## src/rtl/quantum_timer_if.sv

```systemverilog
// Control/status bundle between the control unit and the quantum timer.
// The master drives the process-control strobes and observes timer status;
// the timer itself sits on the slave side.
interface quantum_timer_if #(
    parameter int WIDTH = 32
);
    logic             Set_Quantum;
    logic [WIDTH-1:0] Quantum_In;
    logic             Start;
    logic             Instr_Valid;
    logic             Halt;
    logic             Context_Ack;
    logic             quantum_end;
    logic             Preempt;
    logic             Running;
    logic [WIDTH-1:0] Remaining;

    modport master (
        output Set_Quantum, Quantum_In, Start, Instr_Valid, Halt, Context_Ack,
        input  quantum_end, Preempt, Running, Remaining
    );

    modport slave (
        input  Set_Quantum, Quantum_In, Start, Instr_Valid, Halt, Context_Ack,
        output quantum_end, Preempt, Running, Remaining
    );
endinterface

```

## src/rtl/quantum_timer.sv

```systemverilog
// Preemption timer: counts retired user instructions and, when the programmed
// quantum runs out, emits a one-cycle quantum_end pulse (which makes the
// offset adder drop back to base 0) and holds Preempt until the control unit
// acknowledges that the context has been saved.
module quantum_timer #(
    parameter int WIDTH           = 32,
    parameter int DEFAULT_QUANTUM = 64
) (
    input logic            Clock,
    input logic            Reset,
    quantum_timer_if.slave bus
);
    typedef enum logic [1:0] {
        IDLE    = 2'd0,
        RUN     = 2'd1,
        PREEMPT = 2'd2
    } state_t;

    localparam logic [WIDTH-1:0] ZERO      = {WIDTH{1'b0}};
    localparam logic [WIDTH-1:0] ONE       = {{(WIDTH-1){1'b0}}, 1'b1};
    localparam logic [WIDTH-1:0] DEFAULT_Q = DEFAULT_QUANTUM[WIDTH-1:0];

    state_t           state_r;
    state_t           state_next_s;
    logic [WIDTH-1:0] count_r;
    logic [WIDTH-1:0] count_next_s;
    logic [WIDTH-1:0] quantum_r;
    logic [WIDTH-1:0] quantum_next_s;
    logic             quantum_end_r;
    logic             quantum_end_next_s;

    // Quantum register update; a zero length is rejected so the timer can
    // never be armed with an empty quantum. Start uses this value, so a
    // same-cycle Set_Quantum/Start picks up the new length.
    always_comb begin
        quantum_next_s = quantum_r;
        if (bus.Set_Quantum && (bus.Quantum_In != ZERO)) begin
            quantum_next_s = bus.Quantum_In;
        end else begin
            quantum_next_s = quantum_r;
        end
    end

    // Next-state, next-count and expiry-pulse decode.
    always_comb begin
        state_next_s       = state_r;
        count_next_s       = count_r;
        quantum_end_next_s = 1'b0;
        case (state_r)
            IDLE: begin
                if (bus.Start) begin
                    state_next_s = RUN;
                    count_next_s = quantum_next_s;
                end else begin
                    state_next_s = IDLE;
                    count_next_s = count_r;
                end
            end
            RUN: begin
                if (bus.Halt) begin
                    state_next_s = IDLE;
                    count_next_s = ZERO;
                end else if (bus.Start) begin
                    // Restart: the instruction retiring this cycle belongs to
                    // the previous launch and is not counted.
                    count_next_s = quantum_next_s;
                end else if (bus.Instr_Valid && (count_r == ONE)) begin
                    state_next_s       = PREEMPT;
                    count_next_s       = ZERO;
                    quantum_end_next_s = 1'b1;
                end else if (bus.Instr_Valid && (count_r != ZERO)) begin
                    count_next_s = count_r - ONE;
                end else begin
                    count_next_s = count_r;
                end
            end
            PREEMPT: begin
                if (bus.Context_Ack || bus.Halt) begin
                    state_next_s = IDLE;
                end else begin
                    state_next_s = PREEMPT;
                end
            end
            default: begin
                state_next_s = IDLE;
                count_next_s = ZERO;
            end
        endcase
    end

    // State, counter, quantum register and registered expiry pulse.
    always_ff @(posedge Clock) begin
        if (Reset) begin
            state_r       <= IDLE;
            count_r       <= ZERO;
            quantum_r     <= DEFAULT_Q;
            quantum_end_r <= 1'b0;
        end else begin
            state_r       <= state_next_s;
            count_r       <= count_next_s;
            quantum_r     <= quantum_next_s;
            quantum_end_r <= quantum_end_next_s;
        end
    end

    assign bus.quantum_end = quantum_end_r;
    assign bus.Preempt     = (state_r == PREEMPT);
    assign bus.Running     = (state_r == RUN);
    assign bus.Remaining   = count_r;
endmodule

```

## src/flat_wrapper.sv

```systemverilog
// flat-port wrapper written by rule: the top's interface ports become plain ports
module quantum_timer_flat 
#(
    parameter int WIDTH           = 32,
    parameter int DEFAULT_QUANTUM = 64
)
  (Clock, Reset, bus_Set_Quantum, bus_Quantum_In, bus_Start, bus_Instr_Valid, bus_Halt, bus_Context_Ack, bus_quantum_end, bus_Preempt, bus_Running, bus_Remaining);
  quantum_timer_if #(.WIDTH(WIDTH)) bus_i ();
  input logic Clock;
  input logic Reset;
  input wire logic [$bits(bus_i.Set_Quantum)-1:0] bus_Set_Quantum;
  input wire logic [$bits(bus_i.Quantum_In)-1:0] bus_Quantum_In;
  input wire logic [$bits(bus_i.Start)-1:0] bus_Start;
  input wire logic [$bits(bus_i.Instr_Valid)-1:0] bus_Instr_Valid;
  input wire logic [$bits(bus_i.Halt)-1:0] bus_Halt;
  input wire logic [$bits(bus_i.Context_Ack)-1:0] bus_Context_Ack;
  output wire logic [$bits(bus_i.quantum_end)-1:0] bus_quantum_end;
  output wire logic [$bits(bus_i.Preempt)-1:0] bus_Preempt;
  output wire logic [$bits(bus_i.Running)-1:0] bus_Running;
  output wire logic [$bits(bus_i.Remaining)-1:0] bus_Remaining;
  assign bus_i.Set_Quantum = bus_Set_Quantum;
  assign bus_i.Quantum_In = bus_Quantum_In;
  assign bus_i.Start = bus_Start;
  assign bus_i.Instr_Valid = bus_Instr_Valid;
  assign bus_i.Halt = bus_Halt;
  assign bus_i.Context_Ack = bus_Context_Ack;
  assign bus_quantum_end = bus_i.quantum_end;
  assign bus_Preempt = bus_i.Preempt;
  assign bus_Running = bus_i.Running;
  assign bus_Remaining = bus_i.Remaining;
  quantum_timer #(.WIDTH(WIDTH), .DEFAULT_QUANTUM(DEFAULT_QUANTUM)) u_core (.Clock(Clock), .Reset(Reset), .bus(bus_i));
endmodule
```

## config.mk

```make
export PLATFORM = sky130hd
export DESIGN_NAME = quantum_timer_flat
export DESIGN_NICKNAME = d
export VERILOG_FILES = /design/src/rtl/quantum_timer_if.sv /design/src/rtl/quantum_timer.sv /design/src/flat_wrapper.sv
export SDC_FILE = /design/constraint.sdc
export NUM_CORES = 1
export LEC_CHECK = 0
export CAP_MARGIN = 20
export CELL_PAD_IN_SITES_DETAIL_PLACEMENT = 0
export CELL_PAD_IN_SITES_GLOBAL_PLACEMENT = 2
export CORE_MARGIN = 3
export CORE_UTILIZATION = 33
export DETAILED_ROUTE_END_ITERATION = 10
export PLACE_DENSITY = 0.84
export SETUP_SLACK_MARGIN = 0.4
export SLEW_MARGIN = 0
export SYNTH_ARGS = -nofsm -noshare
export SYNTH_HDL_FRONTEND = slang
export SYNTH_SLANG_ARGS = --single-unit
```

## constraint.sdc

```tcl
create_clock -name Clock -period 4.2 [get_ports Clock]
set_input_delay 0.63 -clock Clock [delete_from_list [all_inputs] [get_ports Clock]]
set_output_delay 0.63 -clock Clock [all_outputs]
set_load 0.02 [all_outputs]
```

Yosys cells after proc, flatten, opt, wreduce, memory -nomap -nowiden
Index checks and enable logic that the tools add are counted.
- bitwise operators: 2
- reduce and logical (&&, ||, !) cells: 10
- equal/unequal tests: 7
- $add $sub $neg: 1
- mux-type cells: 14
- operators by type and width (cell ; number):
    32-bit 2-to-1 mux ; 6
    32-bit one-hot mux with 3 select lines ; 1
    32-bit nonzero test ; 2
    32-bit by 1-bit == test with 1-bit output (second input constant) ; 1
    32-bit by 1-bit subtractor with 32-bit output (second input constant) ; 1
    2-bit 2-to-1 mux ; 4
    2-bit one-hot mux with 3 select lines ; 1
    5-bit by 3-bit inequality test with 1-bit output (second input constant) ; 1
    4-bit OR reduction ; 1
    1-bit logical AND ; 3
    3-bit by 2-bit inequality test with 1-bit output (second input constant) ; 1
    3-bit inequality test (second input constant) ; 1
    3-bit AND reduction ; 1
    2-bit by 1-bit == test with 1-bit output (second input constant) ; 1
    2-bit == test (second input constant) ; 1
    2-bit logical NOT ; 1
    1-bit 2-to-1 mux ; 2
    2-bit inequality test (second input constant) ; 1
    1-bit inverter ; 2
    2-bit AND reduction ; 1
    1-bit logical OR ; 1
- flip-flop bits (word level): 67
- bits of input ports: 39
- logic and storage cells: 38

Logic depth before layout (Yosys ltp)
- depth in word-level cells: 7
- mapped depth: 10

Least setup slack after synthesis
OpenSTA, ideal clock, no wires.
- path type: flip-flop to flip-flop
- start point: register u_core.count_r[24] (netlist: u_core.bus.Remaining[24])
- end point: register u_core.count_r[17] (netlist: u_core.bus.Remaining[17])
- buffers on the path: 2
- data arrival time: 2.762 ns
- period minus slack after synthesis: 2.889 ns
- setup time: 0.127 ns
- cell stages (with the launch flop): 9
- path slack: 1.311 ns
- required time: 4.073 ns
- cells stage by stage: dfxtp_1 -> or4_4 -> or4_4 -> buf_6 -> or4_1 -> buf_2 -> o2111ai_1 -> o32ai_1 -> or3_1
- cells in the longest elaborated chain, start to end: 6
- elaborated cells between the ends (all ways): 10
- classes of those cells: eq/ne (2); mux (4); reduce/logical (4)
- ends and longest elaborated chain (what ; RTL line ; source):
    start: declaration ; quantum_timer.sv:25 ; logic [WIDTH-1:0] count_r;
    start signal: assignment ; quantum_timer.sv:100 ; count_r <= count_next_s;
    32-bit by 1-bit == test with 1-bit output ; quantum_timer.sv:67 ; end else if (bus.Instr_Valid && (count_r == ONE)) begin
    1-bit logical AND ; quantum_timer.sv:67 ;
    32-bit 2-to-1 mux ; quantum_timer.sv:67 ;
    32-bit 2-to-1 mux ; quantum_timer.sv:63 ; end else if (bus.Start) begin
    32-bit 2-to-1 mux ; quantum_timer.sv:60 ; if (bus.Halt) begin
    32-bit one-hot mux with 3 select lines ; quantum_timer.sv:49 ; case (state_r)
Several ways; a longest one is shown, not always the timed one.
A chain may end at the register's enable or synchronous reset.

Worst setup path after layout
- start point: register u_core.count_r[24] (netlist: u_core.bus.Remaining[24])
- end point: register u_core.count_r[16] (netlist: u_core.bus.Remaining[16])
The elaborated chain is that of the path after synthesis.

==> impl_results.md <==
- Setup repair after global routing missed its margin: no
- Count of pins on the block boundary: 74
- Count of synthesis-stage warnings from yosys: 0
- Setup Viol. Count Final: 0
- Peak per-stage delay on the critical path: approximately 0.73 ns
- Worst hold path startpoint: u_core.quantum_r[5]
- Antenna-violating nets left: 0
- Minimum setup slack after placement: 0.918 ns
- Synthesized cell area: 0.00358 mm^2
- Count of placed standard cells in the final layout, fillers left out: 621
- Final-layout setup total negative slack: 0 ns
- Source of the worst register-to-register timing path: u_core.bus.Remaining[24]
- Worst IR drop on VDD: 195 uV
- Post-CTS setup buffer count: 0
- Min Hold Slack: 0.509 ns
- Area of the core: between 0.01 and 0.015 mm^2
- Clock tree from TritonCTS: yes
- Hold bufs inserted after CTS: 0
- GR Overflow Total: 0
- Avg Inst Size Synth: 8.76 um^2
- RR Endpoint: u_core.bus.Remaining[16]
- Final critical-path share of the clock period: 78.9%
- Die X-Extent: approximately 110 um
- Vias per inst: 5.86
- Avg WL per Cell: roughly 19 um
- All-layer global routing usage: 20.2%
- Clock slew at the register clock pins of the worst setup and hold paths: 0.09 ns
- Fraction of registers with async set or reset after synthesis: 0%
- Number of library cell types mapped by synthesis: 61
- F_max: 302 MHz
- P&R area growth vs syn: 30.6%
- Count of port buffers added during placement: 73
- Routed vias: approximately 3600
- Final net count: 521
- Kind of end point of the critical path: register
- Number of maximum-capacitance violations: 0
- Crit path launch type: register
- Ratio of cells with drive above 1 in the final layout: 9.28%
- Number of rows created at floorplan: 37
- Remaining routing DRC violations: 0
- Power Density: 404 mW/mm^2
- Initial Utilization: ~34%
- Result of the run: finished clean
- Maximum fanout encountered on the critical timing path: 30
- Die Height: 110 um
- Final HPWL DP: 9.01 mm
- Path class of the lowest-slack min-delay path: reg2reg
- Synthesized instance count: 409
- Main synth FF type: sky130_fd_sc_hd__dfxtp_1
- Number of gates resized after CTS: 0
- Clock latency reported for the late side of the worst-skew pair: about 0.36 ns
- Placed standard-cell area: 0.00446 mm^2
- Worst hold path depth: 2
- Number of sinks on the clock net: 67
- Cell occurring most often along the worst timing path: sky130_fd_sc_hd__or4_4
- Clock tree buffer depth: 2
- Number of detailed-route iterations in the first pass: 6
- Sink of the worst hold path: u_core.quantum_r[5]
- Post-synthesis sequential area ratio: a little under two fifths
- Critical path's slowest cell: sky130_fd_sc_hd__or4_1
- Synthesis-stage register bit count: 67
- Final Critical Period: 3.31 ns
- Final-layout fill cell count: 1083
- Leakage Power: around 1.8 nW
- Worst Max-Slew Pin Slew: 1.01 ns
- Slack of the worst reg-to-reg path: 0.89 ns
- Post-Syn Nets: 450
- Buffer cell driving the clock tree root: sky130_fd_sc_hd__clkbuf_8
- Final worst slack: a little under 0.9 ns
- Count of placed standard cells including taps: 605
- Setup Crit Path Kind: reg2reg
- Number of global-route vias before repair: 3392
- First-pass GRT wire length: 18.7 mm
- Total power: 1.89 mW
- Critical path data arrival time: 3.56 ns
- Total Die Area: about 0.012 mm^2
- Normalized max-slew margin: roughly a third
- Number of cells on the worst reg-to-reg path: 6
- Design area: 0.00468 mm^2
- Required time of the critical path: 4.45 ns
- Final weighted congestion in routability-driven placement: 0.861
- Number of hold violations in the final report: 0
- Aggregate routed wire length: around 12 mm
- List of cells traversed by the critical path: or4_4 > or4_4 > or4_1 > nand2_2 > o22ai_1 > a32o_1
- Clock tree skew after final layout: 0.0130 ns
- Slew Limit Fails: 0
- Post-layout utilization of the core: 44.7%
- Number of flops mapped to enable cells by yosys: 0
- Number of buffers created by CTS: 9
- Maximum number of pins on one net before global-route repair: 46
- DRT iter0 DRCs: 353
- Diodes inserted: 0
- Clock H-tree levels: 3
- Antenna violations before repair: 0
[layer usage]
metal	wire (um)	up-vias	track usage, %
li1	-	1733	-
met1	5640	1742	29.4
met2	5190	149	29.8
met3	1090	16	5.47
met4	163	0	4.57
met5	0	-	0
[layout make-up]
type                    instances  area (um^2)  share of cell area, %
clock buffers                   9          124                   2.65
clock inverters                 7         98.8                   2.11
inverters                      11         41.3                  0.882
multi-input cells             305         2070                   44.2
flip-flops and latches         67         1340                   28.7
well taps                     136          170                   3.64
repair buffers                 86          836                   17.9
[worst max path at each step]
| stage | end | from | cells after the start | slack, ns |
|---|---|---|---|---|
| final | u_core.bus.Remaining[16] | u_core.bus.Remaining[24] | 6 | 0.89 |
| after global routing | u_core.bus.Remaining[3] | u_core.bus.Remaining[17] | 6 | 0.75 |
| after CTS | u_core.bus.Remaining[16] | u_core.bus.Remaining[24] | 6 | 0.93 |
| after detailed placement | u_core.bus.Remaining[28] | bus_Quantum_In[8] | 8 | 0.92 |
| after global placement | u_core.bus.Remaining[3] | bus_Quantum_In[8] | 8 | 0.86 |
| after floorplan | u_core.bus.Remaining[17] | u_core.bus.Remaining[24] | 8 | 1.31 |
[layout by cell type, fill, tap and decap left out, types with 3 or more instances in the layout]
cell type                         instances
sky130_fd_sc_hd__clkbuf_8                 9
sky130_fd_sc_hd__o32ai_1                 15
sky130_fd_sc_hd__nor3b_1                  3
sky130_fd_sc_hd__a211oi_1                 5
sky130_fd_sc_hd__a22o_1                  13
sky130_fd_sc_hd__and4_1                   4
sky130_fd_sc_hd__o22ai_1                 20
sky130_fd_sc_hd__buf_4                   12
sky130_fd_sc_hd__o21ai_0                  5
sky130_fd_sc_hd__inv_1                   11
sky130_fd_sc_hd__o211ai_1                 3
sky130_fd_sc_hd__or3_1                    5
sky130_fd_sc_hd__a211o_1                  3
sky130_fd_sc_hd__nand3_1                  9
sky130_fd_sc_hd__nor2_1                  53
sky130_fd_sc_hd__or2_2                    5
sky130_fd_sc_hd__nor3_1                  19
sky130_fd_sc_hd__o21ai_1                  8
sky130_fd_sc_hd__a21oi_1                  3
sky130_fd_sc_hd__mux2i_1                 30
sky130_fd_sc_hd__nand2_1                 20
sky130_fd_sc_hd__nor4_1                  16
sky130_fd_sc_hd__xnor2_1                  3
sky130_fd_sc_hd__nand4_1                  5
sky130_fd_sc_hd__clkdlybuf4s50_1         73
sky130_fd_sc_hd__a32o_1                  13
sky130_fd_sc_hd__dfxtp_1                 67
sky130_fd_sc_hd__and2_1                   4
sky130_fd_sc_hd__or4_1                    3
[power breakdown]
group	total (mW)	internal, mW	switching (mW)
registers	0.720	0.677	0.0428
logic	0.551	0.229	0.323
clock network	0.617	0.338	0.279
total	1.89	1.24	0.644
[registers in the layout, summed over array words and instances, names as in the netlist]
| name | count |
|---|---|
| u_core.state_r | 2 |
| u_core.bus.Remaining | 32 |
| u_core.quantum_r | 32 |
| u_core.bus.quantum_end | 1 |
[cells by family after synthesis]
family / after synthesis / share of synthesized area (%)
AOI/OAI and AO/OA: 112 / 24.5
xor gates and xnor gates: 3 / 0.733
adders and majority gates: 2 / 0.698
buffers and inverters: 37 / 5.17
DFF: 67 / 37.4
muxes: 31 / 8.69
and+or+nand+nor: 157 / 22.8
[Yosys cell counts, types with 4 or more instances]
| library cell | count | area, um^2 |
|---|---|---|
| sky130_fd_sc_hd__a211oi_1 | 5 | 37.5 |
| sky130_fd_sc_hd__a22o_1 | 13 | 114 |
| sky130_fd_sc_hd__a32o_1 | 13 | 130 |
| sky130_fd_sc_hd__and2_1 | 4 | 25.0 |
| sky130_fd_sc_hd__and4_1 | 4 | 35.0 |
| sky130_fd_sc_hd__buf_2 | 4 | 20.0 |
| sky130_fd_sc_hd__buf_6 | 4 | 45.0 |
| sky130_fd_sc_hd__clkbuf_1 | 14 | 52.6 |
| sky130_fd_sc_hd__dfxtp_1 | 67 | 1340 |
| sky130_fd_sc_hd__inv_1 | 11 | 41.3 |
| sky130_fd_sc_hd__mux2i_1 | 30 | 300 |
| sky130_fd_sc_hd__nand2_1 | 20 | 75.1 |
| sky130_fd_sc_hd__nand3_1 | 9 | 45.0 |
| sky130_fd_sc_hd__nand4_1 | 5 | 31.3 |
| sky130_fd_sc_hd__nor2_1 | 53 | 199 |
| sky130_fd_sc_hd__nor3_1 | 19 | 95.1 |
| sky130_fd_sc_hd__nor4_1 | 16 | 100 |
| sky130_fd_sc_hd__o21ai_0 | 5 | 25.0 |
| sky130_fd_sc_hd__o21ai_1 | 9 | 45.0 |
| sky130_fd_sc_hd__o22ai_1 | 20 | 125 |
| sky130_fd_sc_hd__o32ai_1 | 15 | 131 |
| sky130_fd_sc_hd__or2_2 | 5 | 31.3 |
| sky130_fd_sc_hd__or3_1 | 5 | 31.3 |
[critical path: cells and delay by family (launching register included)]
kind,cells,cell delay [ns]
AO/OA/AOI/OAI,2,0.48
flip-flops,1,0.38
AND/OR/NAND/NOR,4,2.34
No activity file was read; power rests on OpenSTA's default activity.
